[src/rtl/clk_div_ctrl.sv]
// clk_div_ctrl: run-time configurable clock divider with STOP / RUN / ONESHOT modes.
// Reconfiguration during an active waveform is deferred to the next falling edge of clk_div.
module clk_div_ctrl #(
  parameter int          WIDTH       = 32,
  parameter int unsigned DEFAULT_DIV = 50000000
) (
  input  logic             clk,
  input  logic             reset,
  input  logic             cfg_valid,
  output logic             cfg_ready,
  input  logic [WIDTH-1:0] cfg_div,
  input  logic [1:0]       cfg_mode,
  input  logic             start,
  output logic             clk_div,
  output logic             tick,
  output logic             busy,
  output logic             cfg_err
);

  typedef enum logic [1:0] {IDLE, RUN, ARMED, SHOT} state_e;

  localparam logic [1:0]       MODE_RUN     = 2'b01;
  localparam logic [1:0]       MODE_ONESHOT = 2'b10;
  localparam logic [1:0]       MODE_RSVD    = 2'b11;
  localparam logic [WIDTH-1:0] DIV_RST      = WIDTH'(DEFAULT_DIV);
  localparam logic [WIDTH-1:0] ONE          = {{(WIDTH-1){1'b0}}, 1'b1};

  state_e           state_q, state_d;
  logic [WIDTH-1:0] div_q, div_d;
  logic [WIDTH-1:0] cnt_q, cnt_d;
  logic             clk_div_q, clk_div_d;
  logic             tick_q, tick_d;
  logic             pend_q, pend_d;
  logic             err_q, err_d;
  logic [WIDTH-1:0] pend_div_q, pend_div_d;
  logic [1:0]       pend_mode_q, pend_mode_d;

  logic xfer, legal, wrap;

  assign xfer  = cfg_valid & ~pend_q;
  assign legal = (cfg_div != '0) && (cfg_mode != MODE_RSVD);
  assign wrap  = (cnt_q == div_q - ONE);

  function automatic state_e mode_state(input logic [1:0] mode);
    case (mode)
      MODE_RUN:     return RUN;
      MODE_ONESHOT: return ARMED;
      default:      return IDLE;
    endcase
  endfunction

  always_ff @(posedge clk or negedge reset) begin
    if (!reset) state_q <= IDLE;
    else        state_q <= state_d;
  end

  always_ff @(posedge clk or negedge reset) begin
    if (!reset) begin
      div_q     <= DIV_RST;
      cnt_q     <= '0;
      clk_div_q <= 1'b0;
      tick_q    <= 1'b0;
      pend_q    <= 1'b0;
      err_q     <= 1'b0;
    end else begin
      div_q     <= div_d;
      cnt_q     <= cnt_d;
      clk_div_q <= clk_div_d;
      tick_q    <= tick_d;
      pend_q    <= pend_d;
      err_q     <= err_d;
    end
  end

  // Pending payload is qualified by pend_q, so it carries no reset.
  always_ff @(posedge clk) begin
    pend_div_q  <= pend_div_d;
    pend_mode_q <= pend_mode_d;
  end

  always_comb begin
    state_d     = state_q;
    div_d       = div_q;
    cnt_d       = cnt_q;
    clk_div_d   = clk_div_q;
    tick_d      = 1'b0;
    pend_d      = pend_q;
    err_d       = err_q;
    pend_div_d  = pend_div_q;
    pend_mode_d = pend_mode_q;

    if (xfer) err_d = ~legal;

    unique case (state_q)
      IDLE, ARMED: begin
        if (state_q == ARMED && start) begin
          // A start wins over a simultaneous configuration, which waits for the shot to end.
          state_d   = SHOT;
          clk_div_d = 1'b1;
          tick_d    = 1'b1;
          cnt_d     = '0;
          if (xfer && legal) begin
            pend_d      = 1'b1;
            pend_div_d  = cfg_div;
            pend_mode_d = cfg_mode;
          end
        end else if (xfer && legal) begin
          state_d   = mode_state(cfg_mode);
          div_d     = cfg_div;
          cnt_d     = '0;
          clk_div_d = 1'b0;
        end
      end
      RUN, SHOT: begin
        if (xfer && legal) begin
          pend_d      = 1'b1;
          pend_div_d  = cfg_div;
          pend_mode_d = cfg_mode;
        end
        if (wrap) begin
          cnt_d     = '0;
          clk_div_d = ~clk_div_q;
          tick_d    = 1'b1;
          // Only a falling edge may switch configuration, so no runt pulse is produced.
          if (clk_div_q) begin
            if (pend_q) begin
              div_d   = pend_div_q;
              pend_d  = 1'b0;
              state_d = mode_state(pend_mode_q);
            end else if (state_q == SHOT) begin
              state_d = ARMED;
            end
          end
        end else begin
          cnt_d = cnt_q + ONE;
        end
      end
    endcase
  end

  always_comb begin
    cfg_ready = ~pend_q;
    busy      = (state_q == RUN) || (state_q == SHOT) || pend_q;
    clk_div   = clk_div_q;
    tick      = tick_q;
    cfg_err   = err_q;
  end

endmodule

[config.mk]
export PLATFORM = sky130hd
export DESIGN_NAME = clk_div_ctrl
export DESIGN_NICKNAME = d
export VERILOG_FILES = /design/src/rtl/clk_div_ctrl.sv
export SDC_FILE = /design/constraint.sdc
export NUM_CORES = 1
export LEC_CHECK = 0
export ABC_CLOCK_PERIOD_IN_PS = 3600
export BUFFER_PORTS_ARGS = -buffer_cell sky130_fd_sc_hd__buf_4
export CAP_MARGIN = 10
export CORE_MARGIN = 2
export CORE_UTILIZATION = 61
export DETAILED_ROUTE_END_ITERATION = 7
export PLACE_DENSITY = 0.81
export SKIP_CTS_REPAIR_TIMING = 1
export SLEW_MARGIN = 30
export SYNTH_ARGS = -nofsm -noshare
export SYNTH_HDL_FRONTEND = slang
export SYNTH_SLANG_ARGS = --single-unit
[constraint.sdc]
create_clock -name clk -period 3.6 [get_ports clk]
set_input_delay 0.54 -clock clk [delete_from_list [all_inputs] [get_ports clk]]
set_output_delay 0.54 -clock clk [all_outputs]
set_load 0.005 [all_outputs]
Word-level counts from Yosys, hierarchy flattened --
Cells that the tools add are included.
Storage, ports and cells: register bits 104, bits of input ports 38, output and inout bits 5, word-level logic and storage cells 82
Cells by class: add/subtract/negate cells 2, equality and inequality tests 17, mux-type cells 38, bitwise logic cells 4, reduce and logical (&&, ||, !) cells 12
Operators with widths (count):
- 32-bit two-way mux | 10
- 32-bit case mux with 2 select lines | 3
- 32-bit by 1-bit adder with 32-bit output (second input constant) | 1
- 32-bit equality test | 1
- 32-bit nonzero test | 1
- 32-bit by 1-bit subtractor with 32-bit output (second input constant) | 1
- 2-bit two-way mux | 8
- 2-bit case mux with 2 select lines | 4
- 2-bit inequality test (second input constant) | 7
- 1-bit two-way mux | 10
- 2-bit equality test (second input constant) | 4
- 2-bit by 1-bit equality test with 1-bit output (second input constant) | 3
- 3-bit inequality test (second input constant) | 2
- 1-bit case mux with 2 select lines | 3
- 5-bit AND reduction | 1
- 4-bit AND reduction | 1
- 2-bit OR reduction | 2
- 1-bit logical AND | 3
- 1-bit inverter | 3
- 2-bit logical NOT | 1
- 1-bit logical OR | 2
- 2-bit AND reduction | 1
- 1-bit bitwise AND | 1

Logic depth before layout (Yosys ltp) --
depth in word-level cells 8, gate-level depth with buffers 11, gate-level depth less buffers 10

Worst setup path after synthesis --
No wires, ideal clock.
path type reg2reg, start register div_q[0], end register div_q[16], library setup time 125 ps, arrival 3007 ps, required time 3475 ps, path slack 468 ps, stages on the path, launching flop included 12, buffers on the path 1, period minus slack after synthesis 3132 ps, cells stage by stage dfrtp_1 inv_1 ha_1 nor4b_1 nand4_1 nor3_1 mux2_2 nor4_2 nand2_1 o2bb2ai_4 buf_12 mux2_4
On the way: longest elaborated chain between the ends 4
RTL lines:
- from (decl) | line 29 | logic [WIDTH-1:0] div_q, div_d;
- from (signal assigned) | line 66 | div_q <= div_d;
- 32-bit by 1-bit subtractor with 32-bit output | line 42 | assign wrap = (cnt_q == div_q - ONE);
- 32-bit equality test | line 42
- 2-bit inequality test (no line)
- 5-bit AND reduction (no line)
No other way between the ends. A chain may end at the register's enable or synchronous reset.

Final worst setup path --
start register div_q[8], end register div_q[31]
The elaborated chain is that of the path after synthesis.

==> impl_metrics.ini <==
[run_status]
status = complete, no violations

[critical_path]
reg2regPathDepth = 10
r2r_end = div_q[31]$_DFFE_PN0P_
path_max_fanout = 32
path_class = flip-flop to flip-flop
rr_startpoint = div_q[8]$_DFFE_PN0P_
startpoint = div_q[8]$_DFFE_PN0P_
start_kind = flip-flop
arrival_ns = 3.58
crit_required_ns = 3.86
critPathCaptureType = flip-flop
rrSetupSlack_ns = 0.28

[detailed_routing]
drtIter0Drc = 235
post_drt_wl_per_cell_um = 18.4
drt-total-wl_um = 13100
route.antenna.remaining_nets = 0
drc = 0
vias = 4291
via_per_inst = 6.03
drt-pass1-iter-count = 5

[yosys]
syn_nets = 569
yosysWarningCount = 0
synth_edf_count = 34
ys_seq_area_share_pct = 46.8
ys.flop_type = dfrtp_1
ys_seq_elements = 104
ys_types = 63
syn_area_um2 = 5960
syn_avg_cell_area_um2 = 11.3
async_reset_ff_share_pct = 67.3
synth_cells = 529

[die]
die_y_um = 103
die-area_um2 = 10600
initial_utilization_pct = 61.8
std_cell_rows = 36
io_pins = 43
coreArea_um2 = 9640
dieWidth_um = 103

[power]
seqPwrFrac_pct = 57.3
powerDensity_nw_per_um2 = 349
clock_power_share_pct = 33.7
power_switching_share_pct = 25.6
p_switching_mw = 0.590
power.total_mw = 2.31
intPower_mw = 1.72
p_leak_nw = 2.59
ir_worst_vdd_uv = 306
combinationalPowerShare_pct = 9.0

[placed_design]
hpwl_um = 9340
place_congestion = 0.894
place_inst = 696
port_buffers = 42

[finish]
nNetsFinal = 614
fin_cells = 712
area_growth_syn_to_layout_pct = 11.1
n_antenna_cell = 0
drive_above_1_share_pct = 26.8

[timing]
rsz0062_at_grt = false
finalCritPeriodShare_pct = 92.2
maxSlewHeadroom_pct = 56.6
tns_ns = 0
fin_skew_ns = 0.0214
finalSetupViolations = 0
worst_slew_pin_slew_ns = 0.651
finalMaxSlewViolations = 0
final_hold_viol_count = 0
fmax_mhz = 301
period_minus_slack_ns = 3.32

[grt]
antenna_found_initial = 0
grt_pass1_vias = 4235
grt_pass1_wl_um = 21300
overflow = 0
track_usage_pct = 26.3
grt_start_max_net_pins = 71

[clock_network]
cts_tree = done
htree_levels = 3
numCtsBuffers = 9
cts-root-buf = clkbuf_8
clk_pin_slew_ns = 0.12
clockBufferDepth = 2
clkLatencyLatePin_ns = 0.39
cts_sinks = 104

[worst_hold_path]
hold_path.class = primary input to async pin

[run]
max-cap-violations = 0
## how the worst max path moves through the flow
stage                                  endpoint  depth (start not counted)  slack, ns
final                     div_q[31]$_DFFE_PN0P_                         10       0.28
after floorplan           div_q[16]$_DFFE_PN0P_                         11       0.47
after global routing       div_q[8]$_DFFE_PN0P_                         10       0.03
after CTS                  div_q[4]$_DFFE_PN0P_                         11       0.20
after detailed placement  div_q[29]$_DFFE_PN0P_                         11       0.20
after global placement    div_q[26]$_DFFE_PN0P_                         10       0.31
## synthesized netlist by cell type (all sizes together), types with 12 or more instances
cell type | n | area, µm²
nand4 | 13 | 93.8
nor2 | 58 | 218
dfrtp | 58 | 1450
nand2 | 30 | 113
nor4 | 22 | 144
inv | 13 | 48.8
dfstp | 12 | 315
nor3 | 12 | 65.1
nand3 | 14 | 70.1
mux2 | 57 | 739
xnor2 | 42 | 368
edfxtp | 34 | 1020
xor2 | 21 | 184
## cell type report
cell class / count / area [µm²]
inverter: 13 / 48.8
tap: 133 / 166
multi-input combinational: 390 / 2970
clock buffer: 10 / 128
timing repair buffer: 56 / 437
fill: 734 / 3020
sequential: 104 / 2790
clock inverter: 6 / 77.6
## power groups by stage
stage | registers [mW] | logic [mW] | clock network, mW
after floorplan | 1.32 | 0.123 | 0
after global placement | 1.34 | 0.199 | 0
after detailed placement | 1.34 | 0.206 | 0
after CTS | 1.32 | 0.208 | 0.785
after global routing | 1.33 | 0.229 | 0.826
final | 1.32 | 0.207 | 0.777
## worst max-delay path: stages (launching register included)
cell,delay [ns]
dfrtp_1,0.48
nor4_1,0.53
nand4_1,0.15
buf_4,0.21
or3_1,0.37
a22o_1,0.24
nor4_2,0.28
nand2_1,0.14
o2bb2ai_4,0.18
buf_12,0.26
mux2_4,0.33
## registers in the layout, indices dropped and copies added, names as in the netlist
signal and cells:
cnt_q 32, div_q 32, pend_div_q 32, pend_mode_q 2, state_q 2, cfg_err 1
clk_div 1, pend_q 1, tick 1
## routing by layer
layer / GRT usage [%] / vias up / share of wire (%)
li1: - / 2020 / -
met1: 35.6 / 2143 / 44
met2: 43.5 / 105 / 51
met3: 4.20 / 23 / 3.9
met4: 8.81 / 0 / 1.9
met5: 0 / - / 0
## cell families after synthesis
| group | share of synthesized area (%) |
|---|---|
| AO/OA/AOI/OAI | 7.79 |
| XOR/XNOR | 9.26 |
| adder cells (fa/ha/maj) | 0.420 |
| buffers and inverters | 3.49 |
| flip-flops | 46.8 |
| multiplexers | 14.3 |
| AND/OR/NAND/NOR | 18.0 |
## per-stage QoR
stage                     cell area, µm²  hold slack (ns)  util, %  setup slack, ns
after floorplan                     5960            0.244        -            0.468
after global placement              6400            0.492     66.4            0.312
after detailed placement            6400            0.513     66.4            0.197
after CTS                           6600            0.301     68.5            0.198
after global routing                6620            0.205     68.7           0.0300
final                               6620            0.132     68.7            0.279
## cell usage in the layout, fill, tap and decap left out, drive strengths merged, types with 3 or more instances in the layout
master,synthesis,final
xor2,21,21
nor2,58,58
o211ai,11,11
and2,9,9
and4,5,5
or4,6,6
nand4,13,13
buf,11,56
nor4,22,22
o21ai,7,7
nor2b,4,4
xnor2,42,42
clkbuf,11,10
o221ai,3,3
nand4b,3,3
or3,3,3
a21oi,6,6
inv,13,15
mux2,57,57
dfstp,12,12
nand2,30,30
nor3,12,12
and3,5,5
nand2b,8,8
edfxtp,34,34
or3b,3,3
mux2i,11,11
nand3,14,14
o22ai,3,3
dfrtp,58,58
a31oi,5,5
(Power assumes the default switching activity.)
